==> config.mk <==
export PLATFORM = sky130hd
export DESIGN_NAME = byte_out_seq
export DESIGN_NICKNAME = d
export VERILOG_FILES = /design/src/rtl/byte_out_seq.sv
export SDC_FILE = /design/constraint.sdc
export NUM_CORES = 1
export LEC_CHECK = 0
export ABC_AREA = 1
export BUFFER_PORTS_ARGS = -buffer_cell sky130_fd_sc_hd__buf_2
export CORE_UTILIZATION = 40
export CTS_CLUSTER_SIZE = 8
export DETAILED_ROUTE_END_ITERATION = 10
export SYNTH_ARGS = -nofsm -noshare
export SYNTH_HDL_FRONTEND = slang
export SYNTH_SLANG_ARGS = --single-unit
export TNS_END_PERCENT = 1
==> constraint.sdc <==
create_clock -name clk -period 3.74 [get_ports clk]
set_input_delay 0.748 -clock clk [delete_from_list [all_inputs] [get_ports clk]]
set_output_delay 0.748 -clock clk [all_outputs]
set_load 0.01 [all_outputs]
==> src/rtl/byte_out_seq.sv <==
// byte_out_seq -- timed byte sequencer fed from a small command FIFO.
//
// Each command {s_data, s_dur} is queued. The sequencer presents s_data on
// dout for max(s_dur,1) clock cycles, then moves on to the next queued
// command with no gap. If the queue is empty or en is low when an entry
// finishes, it returns to IDLE and pulses done.
//
// Parameters
//   FIFO_DEPTH : command FIFO entries (power of two, >= 2)
//   DUR_W      : width of the hold-duration field
//
// Ports
//   clk     in   sole clock, rising edge
//   rstn    in   asynchronous active-low reset
//   clr     in   synchronous flush of FIFO and sequencer (highest priority)
//   en      in   allows new entries to be popped
//   s_valid in   command valid
//   s_ready out  command accept (not full; low during and right after reset)
//   s_data  in   byte to present on dout
//   s_dur   in   hold time in clk cycles (0 is treated as 1)
//   dout    out  registered parallel output byte
//   busy    out  high while an entry is being held
//   done    out  one-cycle pulse when a sequence drains
//   level   out  FIFO occupancy, 0..FIFO_DEPTH
//
// Build option
//   BYTE_OUT_SEQ_IDLE_CLR_EN : when defined, dout returns to 0 on the edge
//   that leaves HOLD for IDLE; otherwise the last byte is held through IDLE.

module byte_out_seq #(
  parameter int FIFO_DEPTH = 4,
  parameter int DUR_W      = 16
) (
  input  logic                          clk,
  input  logic                          rstn,
  input  logic                          clr,
  input  logic                          en,
  input  logic                          s_valid,
  output logic                          s_ready,
  input  logic [7:0]                    s_data,
  input  logic [DUR_W-1:0]              s_dur,
  output logic [7:0]                    dout,
  output logic                          busy,
  output logic                          done,
  output logic [$clog2(FIFO_DEPTH):0]   level
);

  localparam int AW = $clog2(FIFO_DEPTH);
  localparam int LW = AW + 1;
  localparam int WW = 8 + DUR_W;

  generate
    if (FIFO_DEPTH < 2 || (FIFO_DEPTH & (FIFO_DEPTH - 1)) != 0) begin : g_bad_depth
      $error("byte_out_seq: FIFO_DEPTH must be a power of two >= 2");
    end
  endgenerate

  // ---------------------------------------------------------------------
  // Command FIFO
  // ---------------------------------------------------------------------
  logic [WW-1:0] mem [FIFO_DEPTH];
  logic [AW-1:0] wr_ptr_reg;
  logic [AW-1:0] rd_ptr_reg;
  logic [AW-1:0] rd_addr;
  logic [LW-1:0] level_reg;
  logic [LW-1:0] level_after_pop;
  logic [LW-1:0] level_next;
  logic [WW-1:0] head_reg;
  logic          head_valid_reg;
  logic          rdy_reg;
  logic          full;
  logic          push;
  logic          pop;
  logic          pop_eff;

  assign full    = (level_reg == LW'(FIFO_DEPTH));
  // rdy_reg keeps s_ready low while in reset and until the first edge after.
  assign s_ready = rdy_reg & ~full;
  assign push    = s_valid & s_ready & ~clr;
  assign pop_eff = pop & ~clr;

  // The head register is a registered read of the entry that will be at the
  // front after this edge, so a pop can use it with no extra cycle.
  assign rd_addr         = pop_eff ? rd_ptr_reg + 1'b1 : rd_ptr_reg;
  assign level_after_pop = level_reg - LW'(pop_eff);
  assign level_next      = level_after_pop + LW'(push);

  always_ff @(posedge clk or negedge rstn) begin
    if (!rstn) begin
      wr_ptr_reg     <= '0;
      rd_ptr_reg     <= '0;
      level_reg      <= '0;
      head_valid_reg <= 1'b0;
      rdy_reg        <= 1'b0;
    end else begin
      rdy_reg <= 1'b1;
      if (clr) begin
        wr_ptr_reg     <= '0;
        rd_ptr_reg     <= '0;
        level_reg      <= '0;
        head_valid_reg <= 1'b0;
      end else begin
        if (push) begin
          wr_ptr_reg <= wr_ptr_reg + 1'b1;
        end
        rd_ptr_reg <= rd_addr;
        level_reg  <= level_next;
        // The head is only valid if the entry at rd_addr was written before
        // this edge; an entry written on this very edge is read next cycle.
        head_valid_reg <= (level_after_pop != '0);
      end
    end
  end

  always_ff @(posedge clk) begin
    if (push) begin
      mem[wr_ptr_reg] <= {s_data, s_dur};
    end
    head_reg <= mem[rd_addr];
  end

  logic [7:0]       head_data;
  logic [DUR_W-1:0] head_dur;
  assign head_data = head_reg[WW-1:DUR_W];
  assign head_dur  = head_reg[DUR_W-1:0];

  // ---------------------------------------------------------------------
  // Sequencer
  // ---------------------------------------------------------------------
  typedef enum logic {
    IDLE = 1'b0,
    HOLD = 1'b1
  } state_t;

  state_t           state_reg, state_next;
  logic [DUR_W-1:0] cnt_reg, cnt_next;
  logic [7:0]       dout_reg, dout_next;
  logic             done_reg, done_next;

  always_comb begin
    state_next = state_reg;
    cnt_next   = cnt_reg;
    dout_next  = dout_reg;
    done_next  = 1'b0;
    pop        = 1'b0;

    case (state_reg)
      IDLE: begin
        if (en && head_valid_reg) begin
          pop        = 1'b1;
          state_next = HOLD;
        end
      end
      HOLD: begin
        if (cnt_reg == DUR_W'(1)) begin
          if (en && head_valid_reg) begin
            pop = 1'b1;
          end else begin
            state_next = IDLE;
            cnt_next   = '0;
            done_next  = 1'b1;
`ifdef BYTE_OUT_SEQ_IDLE_CLR_EN
            dout_next  = 8'h00;
`endif
          end
        end else begin
          cnt_next = cnt_reg - 1'b1;
        end
      end
      default: begin
        state_next = IDLE;
      end
    endcase

    if (pop) begin
      dout_next = head_data;
      cnt_next  = (head_dur == '0) ? DUR_W'(1) : head_dur;
    end
  end

  always_ff @(posedge clk or negedge rstn) begin
    if (!rstn) begin
      state_reg <= IDLE;
      cnt_reg   <= '0;
      dout_reg  <= 8'h00;
      done_reg  <= 1'b0;
    end else if (clr) begin
      state_reg <= IDLE;
      cnt_reg   <= '0;
      dout_reg  <= 8'h00;
      done_reg  <= 1'b0;
    end else begin
      state_reg <= state_next;
      cnt_reg   <= cnt_next;
      dout_reg  <= dout_next;
      done_reg  <= done_next;
    end
  end

  assign dout  = dout_reg;
  assign busy  = (state_reg == HOLD);
  assign done  = done_reg;
  assign level = level_reg;

endmodule
---- After elaboration in Yosys (flattened, before gate mapping) ----
Memory sizes are Yosys's and may differ from the RTL's. A register that Yosys moved wholly into a read port is not among the register bits.
Index checks and enable logic that the tools add are counted.
Widths: inputs -> output; s select.
cells by class
  $add $sub $neg .......................... 5
  reduce and logical (&&, ||, !) cells .... 7
  equal/unequal tests ..................... 3
  multiplexer cells ....................... 26
  bitwise logic cells ..................... 7
operators with widths
  cell                   number
  $mux 16                6
  $eq 16x1->1 const B    1
  $logic_not 16->1       1
  $mux 8                 2
  $sub 16x1->16 const B  1
  $mux 1                 11
  $mux 2                 4
  $reduce_bool 3->1      2
  $add 2x1->2 const B    2
  $and 1x1->1            4
  $ne 4x4->1 const B     1
  $pmux 1 s2             2
  $reduce_bool 2->1      2
  $add 3x1->3            1
  $eq 3x3->1 const B     1
  $mux 3                 1
  $not 1->1              3
  $sub 3x1->3            1
  $reduce_and 2->1       1
  $logic_and 1x1->1      1
storage, ports and cells
  logic and storage cells ................. 58
  bits in registers ....................... 35
  output and inout bits ................... 14
  RAM bits ................................ 96
  memories kept ........................... 1
memories
  memory  depth  width  read ports  clocked after memory_dff  write ports  RTL line  RTL
  mem     4      24     1           1                         1            61        logic [WW-1:0] mem [FIFO_DEPTH];

---- Depth between registers and ports, before layout ----
Gate-level depths: netlist of run 1.
  word-level depth ........................ 8
  depth in mapped cells ................... 17
  gate-level depth less buffers ........... 16

---- Worst setup path after synthesis of run 1 ----
No wires, ideal clock.
  path kind ............................... input to register
  from .................................... input clr
  to ...................................... memory mem[0][0] in the netlist's numbering (enable)
  stages .................................. 4
  data required time ...................... 3335 ps
  arrival ................................. 2234 ps
  library setup time ...................... 405 ps
  setup slack ............................. 1101 ps
  path through ............................ buf_2 > nor2_1 > inv_1 > nor2_1
between the ends
  cells in the longest elaborated chain, start to end .. 4
ends and longest elaborated chain
  element                       RTL line  RTL
  start, declared               36        input logic clr,
  $not 1->1                     79        assign push = s_valid & s_ready & ~clr;
  $and 1x1->1                   79
  $mux 1                        116       if (push) begin
  $mux 1 (implied by the code)  117       mem[wr_ptr_reg] <= {s_data, s_dur};
  end, declared                 61
No other way between the ends.

---- Worst setup path in the final report of run 1 ----
  from .................................... register cnt_reg[1]
  to ...................................... register level_reg[2] (netlist: level[2])
between the ends
  cells in the longest elaborated chain, start to end .. 7
ends and longest elaborated chain
  element                 RTL line  RTL
  start, declared         136       logic [DUR_W-1:0] cnt_reg, cnt_next;
  start signal, assigned  194       cnt_reg <= cnt_next;
  $eq 16x1->1             155       if (cnt_reg == DUR_W'(1)) begin
  $mux 1                  155
  $pmux 1 s2              147       case (state_reg)
  $and 1x1->1             80        assign pop_eff = pop & ~clr;
  $sub 3x1->3             85        assign level_after_pop = level_reg - LW'(pop_eff);
  $add 3x1->3             86        assign level_next = level_after_pop + LW'(push);
  $mux 3                  97        if (clr) begin
  end signal, assigned    107       level_reg <= level_next;
  end, declared           65        logic [LW-1:0] level_reg;
No other way between the ends.
A chain may end at the register's enable or synchronous reset.

==> results, run 1 <==
- The run finished with clean final reports.
- The first routing iteration left 257 violations.
- The total length of routed wires is 14.1 mm.
- The synthesized design contains 96 enable-type register cells.
- Measured along the y axis, the die boundary spans 134 um.
- In this run, post-CTS hold repair placed 0 buffers.
- Setup violations remaining at the end of the flow were counted as 0.
- The overflow left after global routing is 0.
- The final cycle utilization of the critical path is 70.2%.
- Setup repair after global routing left no endpoint under its margin.
- The final layout net count is 804.
- The effective utilization at floorplan is 41.3%.
- 0 antenna diodes ended up in the layout.
- The floorplan step defined a die boundary enclosing 17900 um2.
- The count of distinct cell types in the synthesized netlist is 34.
- The internal power consumption is 3410 uW.
- Static timing analysis puts the maximum clock frequency at 381 MHz.
- The share of cells above drive strength 1 is 12.6%.
- The number of design rule violations left after detail routing is 0.
- The detailed-route via count is 4834.
- Across the VDD grid, the largest voltage drop is 0.000359 V.
- The count of pins over their slew limit is 0.
- Of all flip-flops after synthesis, the portion carrying an async set or reset was 22.6%.
- The combinational cell fraction of total power is 21.1%.
- The number of gates resized after CTS is 0.
- Routability-driven placement finished with a final weighted congestion of 0.797.
- For this design the static power due to leakage is 0.00374 uW.
- Once the clock tree was built, the setup fixing pass inserted 0 buffers.
- With fillers left out, the area of the finished cells amounts to 7910 um2.
- The worst path required time is 4.04 ns.
- Once detail routing completed, the nets flagged for antenna violations numbered 0.
- The net load switching power is 1460 uW.
- The detailed-routing iteration count for the pre-antenna-repair pass is 4.
- TritonCTS built the clock tree.
- The type of destination of the critical path is a register.
- The worst setup path is launched from a register.
- The count of buffers from port buffering is 42.
- The initial antenna violation count is 0.
- Sequential cells account for 43.4% of the total power.
- The deepest level of the CTS H-tree is 4.
- After detailed routing, the wire length on met1 is 6.28 mm.
- The growth of design area from synthesis to finish is 14.2%.
- Counting the fill cells in the layout gives 1534.
- The largest net degree at the start of global routing is 50.
- The clock network latency to the later pin of the worst-skew pair is 0.42 ns.
- The routed design could run at a clock period as short as 2.63 ns.
- The TritonCTS buffer count is 17.
- For this run, the slowest stage of the critical path takes 0.40 ns.
- The met2 routed wirelength is 7.09 mm.
- The number of flip-flops in the largest register is 96.
- The largest clock skew in the final design is 0.00593 ns.
- The dominant synthesized flop cell is edfxtp_1.
- The final number of hold-violating endpoints is 0.
- The count of standard-cell rows is 47.
- Once placement finished, the instance area stood at 7300 um2.
- The via count of the first global-routing pass came to 4741.
- The number of warnings printed during yosys synthesis is 0.
- The setup path with the least slack is of type reg2reg.
- The ratio of routed vias to standard cells is 4.84.
- The fraction of power spent switching nets is 29.9%.
- In this run the deepest clock path goes through 2 buffers.
- The largest individual stage delay along the critical path comes from the cell dfrtp_1.
- The gate count after technology mapping is 727.
- During I/O placement, the number of pins put on the boundary was 43.
- The highest layer used for signal routing is met4.
- From left edge to right edge, the die measures 134 um.
- The area of the placeable core is 16800 um2.
- The sum of negative setup slack is 0 ns.
- The first global-routing pass estimated 23.5 mm of wire.
- The kind of path behind the tightest hold check is in2async.
- The number of clock sinks seen by CTS is 155.
- Summed over all nets, wire length on met3 after detailed routing comes to 562 um.
- The post-synthesis sequential element count is 155.
- The average footprint of a synthesized cell is 9.53 um2.
- Walking the worst path, the cells encountered are inv_1 > ha_1 > inv_1 > nor2_1 > nand2_1 > nor2_1 > nand2_2 > nand2_4 > nand3_4 > inv_1 > ha_1 > inv_1 > ha_1 > ha_1 > xor2_1 > nor2_1.
- The clock tree root buffer cell is clkbuf_16.
- At the pin with the least slew margin, the transition time is 0.944 ns.
- After detailed routing, the average wire length per cell comes to 14.1 um.
- Data arrives at the worst endpoint at 2.93 ns.
- The synthesized netlist occupies a cell area of 6930 um2.
- After legalization and detailed placement, the total HPWL measured 8.81 mm.
- The tool flagged a number of max-cap violations equal to 0.
- The total routing resource utilization after global routing is 17.0%.
- The power density relative to cell area is 615 nW/um2.
- Leaving out fill and tap cells, the most frequent cells in the layout are nand2_1 (149), inv_1 (139), nand3_1 (132).
- The most common library cell in the layout ignoring fill and taps is nand2_1.
- The register clock-pin slew on the reported worst setup and hold paths is 0.06 ns.
- Synthesis produced a netlist with a net count of 766.
- The biggest fanout along the worst timing path is 13.
- The register area share after synthesis is 61.2%.
- The clock power share is 35.5%.
- The worst pin sits at a relative slew slack of 36.9%.
## kinds of logic (layout without fill, tap and decap cells)
family,after synthesis,in the layout,share of synthesized area (%)
flip-flops,155,155,61.2
AO/OA/AOI/OAI,24,24,1.86
buffers and inverters,173,224,10.4
adder cells (fa/ha/maj),10,10,1.81
AND/OR/NAND/NOR,358,358,24.0
XOR/XNOR,6,6,0.758
other,1,1,0.0541
## critical path: cells and delay by family, from the launching register on
family	cells	cell delay, ns
buffers and inverters	4	0.49
adder cells (fa/ha/maj)	4	0.78
AND/OR/NAND/NOR	7	0.68
XOR/XNOR	1	0.15
flip-flops	1	0.40
## metal layers
layer	up-vias	track usage, %
met4	0	5.49
met3	16	3.69
li1	2416	-
met5	-	0
met2	84	29.3
met1	2318	21.3
## layout make-up
type	count	area, um2	share of cell area (%)
Tap cell	220	275	3.48
Clock buffer	23	500	6.33
Sequential cell	155	4240	53.6
Clock inverter	9	106	1.34
Multi-Input combinational cell	399	1980	25.1
Timing Repair Buffer	51	278	3.51
Inverter	141	529	6.69
## stage by stage
stage	instances	util [%]	hold slack [ns]	setup WS [ns]	total power [uW]
2_1_floorplan	727	-	0.402	1.10	2920
3_3_place_gp	966	43.6	0.417	1.09	3150
3_5_place_dp	966	43.6	0.416	0.967	3170
4_1_cts	998	47.2	0.430	1.10	4890
5_1_grt	998	47.2	0.455	0.835	5150
6_report	998	47.2	0.425	1.11	4870
## power by group through the flow
stage	combinational [uW]	clock, uW	sequential, uW
finish	1030	1730	2110
global route	1200	1820	2130
CTS	1030	1750	2110
detailed placement	1030	0	2140
global placement	1010	0	2140
floorplan	815	0	2110
## worst paths after layout
path                       slack (ns)                   to  depth (start not counted)                   start
max                              1.11   level[2]$_DFF_PN0_                         16  cnt_reg[1]$_DFFE_PN0P_
min in group clk                 0.43  dout[2]$_DFFE_PN0P_                          2    head_reg[18]$_DFF_P_
max reg2reg                      1.11   level[2]$_DFF_PN0_                         16  cnt_reg[1]$_DFFE_PN0P_
max in group asynchronous        2.78  dout[2]$_DFFE_PN0P_                          1                    rstn
min                              0.42       done$_DFF_PN0_                          1                    rstn
min reg2reg                      0.43  dout[2]$_DFFE_PN0P_                          2    head_reg[18]$_DFF_P_
## Yosys cell counts (2+ instances only)
cell | n | area share (%)
nor3_1 | 3 | 0.22
nand3b_1 | 4 | 0.43
o21bai_1 | 2 | 0.22
nor2_1 | 31 | 1.7
clkbuf_1 | 6 | 0.33
nand3_1 | 132 | 9.5
a31oi_1 | 3 | 0.27
inv_1 | 139 | 7.5
or2_0 | 4 | 0.36
buf_6 | 4 | 0.65
buf_2 | 16 | 1.2
dfxtp_1 | 24 | 6.9
nor2_2 | 5 | 0.45
ha_1 | 10 | 1.8
xor2_1 | 4 | 0.51
nand2_1 | 149 | 8.1
xnor2_1 | 2 | 0.25
buf_4 | 5 | 0.54
nand2_2 | 5 | 0.45
nand4_1 | 19 | 1.7
nor4_1 | 2 | 0.18
edfxtp_1 | 96 | 42
a21oi_1 | 4 | 0.29
dfrtp_1 | 35 | 13
o21ai_0 | 14 | 1.0
No activity file was read; power rests on OpenSTA's default activity.
==> inputs of run 2 (changes only) <==
Settings changed: ABC_AREA 1 to 0.
Clock period 3.74 ns to 2.2 ns, I/O delays scaled along.
==> results, run 2 <==
- The run finished with clean final reports.
- The worst-case vdd ir drop is 0.000588 V.
- Of all nets on the critical path, the largest fanout is 3.
- The total length of routed wires is 15.3 mm.
- The finished layout cell area is 7950 um2.
- After filler insertion, the fill cell instance count of the layout stands at 1426.
- The worst setup path is captured at a register.
- The detailed-route via count is 4372.
- The kind of path behind the tightest hold check is in2async.
- Leaving out fill and tap cells, the most frequent cell in the layout is edfxtp_1.
- The largest total area in the synthesized netlist belongs to edfxtp_1.
- The tree built by TritonCTS fans out to 155 sinks.
- After the last flow step, the layout net total stands at 577.
- For the worst setup path, the data arrival time is 2.42 ns.
- Power spread over the standard cell area amounts to 1020 nW/um2.
- The via count of the first global-routing pass is 4424.
- After detailed routing, the number of remaining DRC violations is 0.
- Subtracting the final worst setup slack from the clock period gives 2.11 ns.
- The final number of hold-violating endpoints came to 0.
- The slowest stage of the critical path is the dfrtp_1 cell.
- The hold buffer count at CTS is 0.
- The transition time at the pin with the least slew margin is 0.843 ns.
- The TritonCTS buffer count is 17.
- In this run the static leakage power is 0.00292 uW.
- The die is 130 um wide.
- Clock-pin slew was measured on the worst setup and hold paths at 0.06 ns.
- The number of enable flip-flop cells after synthesis is 96.
- Dividing the final minimum period by the clock period gives 96.0%.
- The net count after synthesis is 504.
- Relative to the synthesized area, the layout overhead comes to 22.0%.
- The gate count after technology mapping is 465.
- The number of diodes is 0.
- The count of distinct cell types in the synthesized netlist is 60.
- TritonCTS built the clock tree.
- The signal on the critical path passes through inv_2 > ha_4 > nor4b_4 > and4_4 > o21ai_4 > inv_2 > ha_4 > inv_2 > ha_2 > ha_4 > xor2_1 > nor2_1.
- The count of standard-cell rows is 46.
- Prior to clock tree synthesis, the placed netlist has a worst setup slack of -0.0107 ns.
- In this run, placement finished with an instance count of 734.
- The synthesized netlist occupies a cell area of 6510 um2.
- The routed wirelength normalized by instance count is 20.0 um.
- The first global-routing pass estimated 24.6 mm of wire.
- The number of setup violations in the final report is 0.
- After synthesis the netlist holds a flip-flop and latch count of 155.
- The DRC marker count from the first detailed-route iteration is 286.
- Setup repair after global routing could not meet its margin everywhere.
- The async set or reset register ratio after synthesis is 22.6%.
- The pre-antenna-repair detailed-routing pass consisted of 5 iterations.
- The tightest slew margin relative to the limit is 43.8%.
- The clock network latency to the later pin of the worst-skew pair is 0.42 ns.
- The count of pins over their slew limit is 0.
- The top cell types in the final layout, fill and taps aside, are edfxtp_1 (96), a221oi_1 (44), buf_2 (42).
- The H-tree was split into 4 levels.
- In the global route stage, overall resource usage came out at 19.7%.
- The tool flagged a number of max-cap violations equal to 0.
- The final worst slack is 0.0890 ns.
- Cells fill 50.0% of the core in the end.
- The die area is 16800 um2.
- The number of nets still failing antenna checks after routing is 0.
- After global routing the overflow that remains totals 0.
- Summing the sequential cell areas from Yosys gives 65.1% of the chip area.
- The congestion estimate from routability-driven global placement came to 0.835.
- The maximum single-stage delay on the critical path is 0.38 ns.
- The count of buffers from port buffering is 42.
- In this run the deepest clock path goes through 2 buffers.
- Entering global routing, the biggest net connects 36 pins.
- The most used flip-flop cell after synthesis is edfxtp_1.
- In the final layout, the share of cells above drive strength 1 is 28.9%.
- The number of flip-flops in the largest register is 96.
- The fraction of synthesized cell area taken by the top area cell type is 44.2%.
- At the worst endpoint, the required time is 2.50 ns.
- The storage element area is 4240 um2.
- The launching element type of the critical path is a register.
- The cell with the most instances after synthesis is edfxtp_1.
- Summing all multi-input logic gate instances after layout gives 2180 um2.
- Yosys attributes the largest share of cell area to edfxtp_1 (44%), dfrtp_1 (13%), dfxtp_1 (7.4%).
- Derived from the worst setup path, the maximum achievable clock frequency is 474 MHz.
- In the routed layout, each cell is associated on average with a via count of 5.70.
- The critical path in this run is classified as reg2reg.
- Sorting the synthesized cells by how often they occur yields edfxtp_1 (96), a221oi_1 (47), dfrtp_1 (35).
- The post-placement cell area is 7300 um2.
- The tree is rooted in a clkbuf_16.
- The region available for standard cell placement spans 15900 um2.
- Summed over all nets, the half-perimeter wirelength after detailed placement is 9.66 mm.
- Yosys printed 0 warnings.
- The die height is 130 um.
- 43 I/O pins were placed.
- The effective utilization at floorplan is 41.0%.
- The initial antenna violation count is 0.
- On the final layout, the worst hold slack is 0.123 ns.
- The number of cells in the finished layout apart from fillers is 767.
- The average footprint of a synthesized cell is 14.0 um2.
- Between clock sinks in the finished design, the worst skew comes to 0.00473 ns.
-- run 2: changes by cell type in the layout (fill, tap and decap cells not counted), moves of 24 or more --
cell       change
mux2_2        +24
inv_1        -128
nand2_1      -133
a221oi_1      +44
nand3_1      -127
o2bb2ai_1     +28
-- run 2: worst max-delay path, delay by kind of cell (launching register included) --
family	cells	cell delay [ns]
AOI/OAI and AO/OA	1	0.07
xor gates and xnor gates	1	0.13
adders and majority gates	4	0.64
buffers and inverters	3	0.22
and+or+nand+nor	3	0.55
DFF	1	0.38
-- run 2: worst paths after layout --
kind / startpoint / end / slack, ns / depth (start not counted)
max: cnt_reg[1]$_DFFE_PN0P_ / level[2]$_DFF_PN0_ / 0.09 / 12
min: rstn / rdy_reg$_DFF_PN0_ / 0.12 / 1
max reg2reg: cnt_reg[1]$_DFFE_PN0P_ / level[2]$_DFF_PN0_ / 0.09 / 12
min reg2reg: mem[2][23]$_DFFE_PP_ / head_reg[23]$_DFF_P_ / 0.45 / 1
max in group asynchronous: rstn / rd_ptr_reg[0]$_DFF_PN0_ / 1.54 / 1
min in group clk: s_data[7] / mem[1][23]$_DFFE_PP_ / 0.23 / 1
-- run 2: area by class of cell --
| class | instances | area share [%] |
|---|---|---|
| Clock buffer | 20 | 5.62 |
| Multi-Input combinational cell | 267 | 27.4 |
| Clock inverter | 12 | 1.86 |
| Inverter | 15 | 0.708 |
| Sequential cell | 155 | 53.3 |
| Timing Repair Buffer | 82 | 7.68 |
| Tap cell | 216 | 3.40 |
-- run 2: report_power, final --
part / total, uW / switching, uW / internal (uW)
registers: 3520 / 202 / 3320
clock network: 2920 / 1110 / 1810
logic: 1640 / 897 / 741
total: 8080 / 2210 / 5860
-- run 2: per-layer routing --
metal  track usage [%]  vias to the layer above  wire, um
met5                 0                        -         0
met2              31.6                      173      7520
met4              8.34                        0       144
li1                  -                     2002         -
met3              4.17                       14       978
met1              25.9                     2183      6690
-- run 2: cell families after synthesis --
family / synth area share, %
adders and majority gates: 1.92
DFF: 65.1
muxes: 5.68
buffers and inverters: 2.88
and+or+nand+nor: 8.03
other: 0.0576
xor gates and xnor gates: 0.672
AOI/OAI and AO/OA: 15.7
-- run 2: through the flow --
step                setup TNS (ns)  power [uW]
detailed placement         -0.0107        5130
global placement                 0        5100
floorplan                    -1.06        4520
CTS                              0        8060
global route               -0.0409        8420
finish                           0        8080
-- run 2: timing repair --
action,in CTS,in global routing
pin swaps,0,3
resized for setup,1,8
buffers inserted,0,1
setup endpoints to repair,1,22
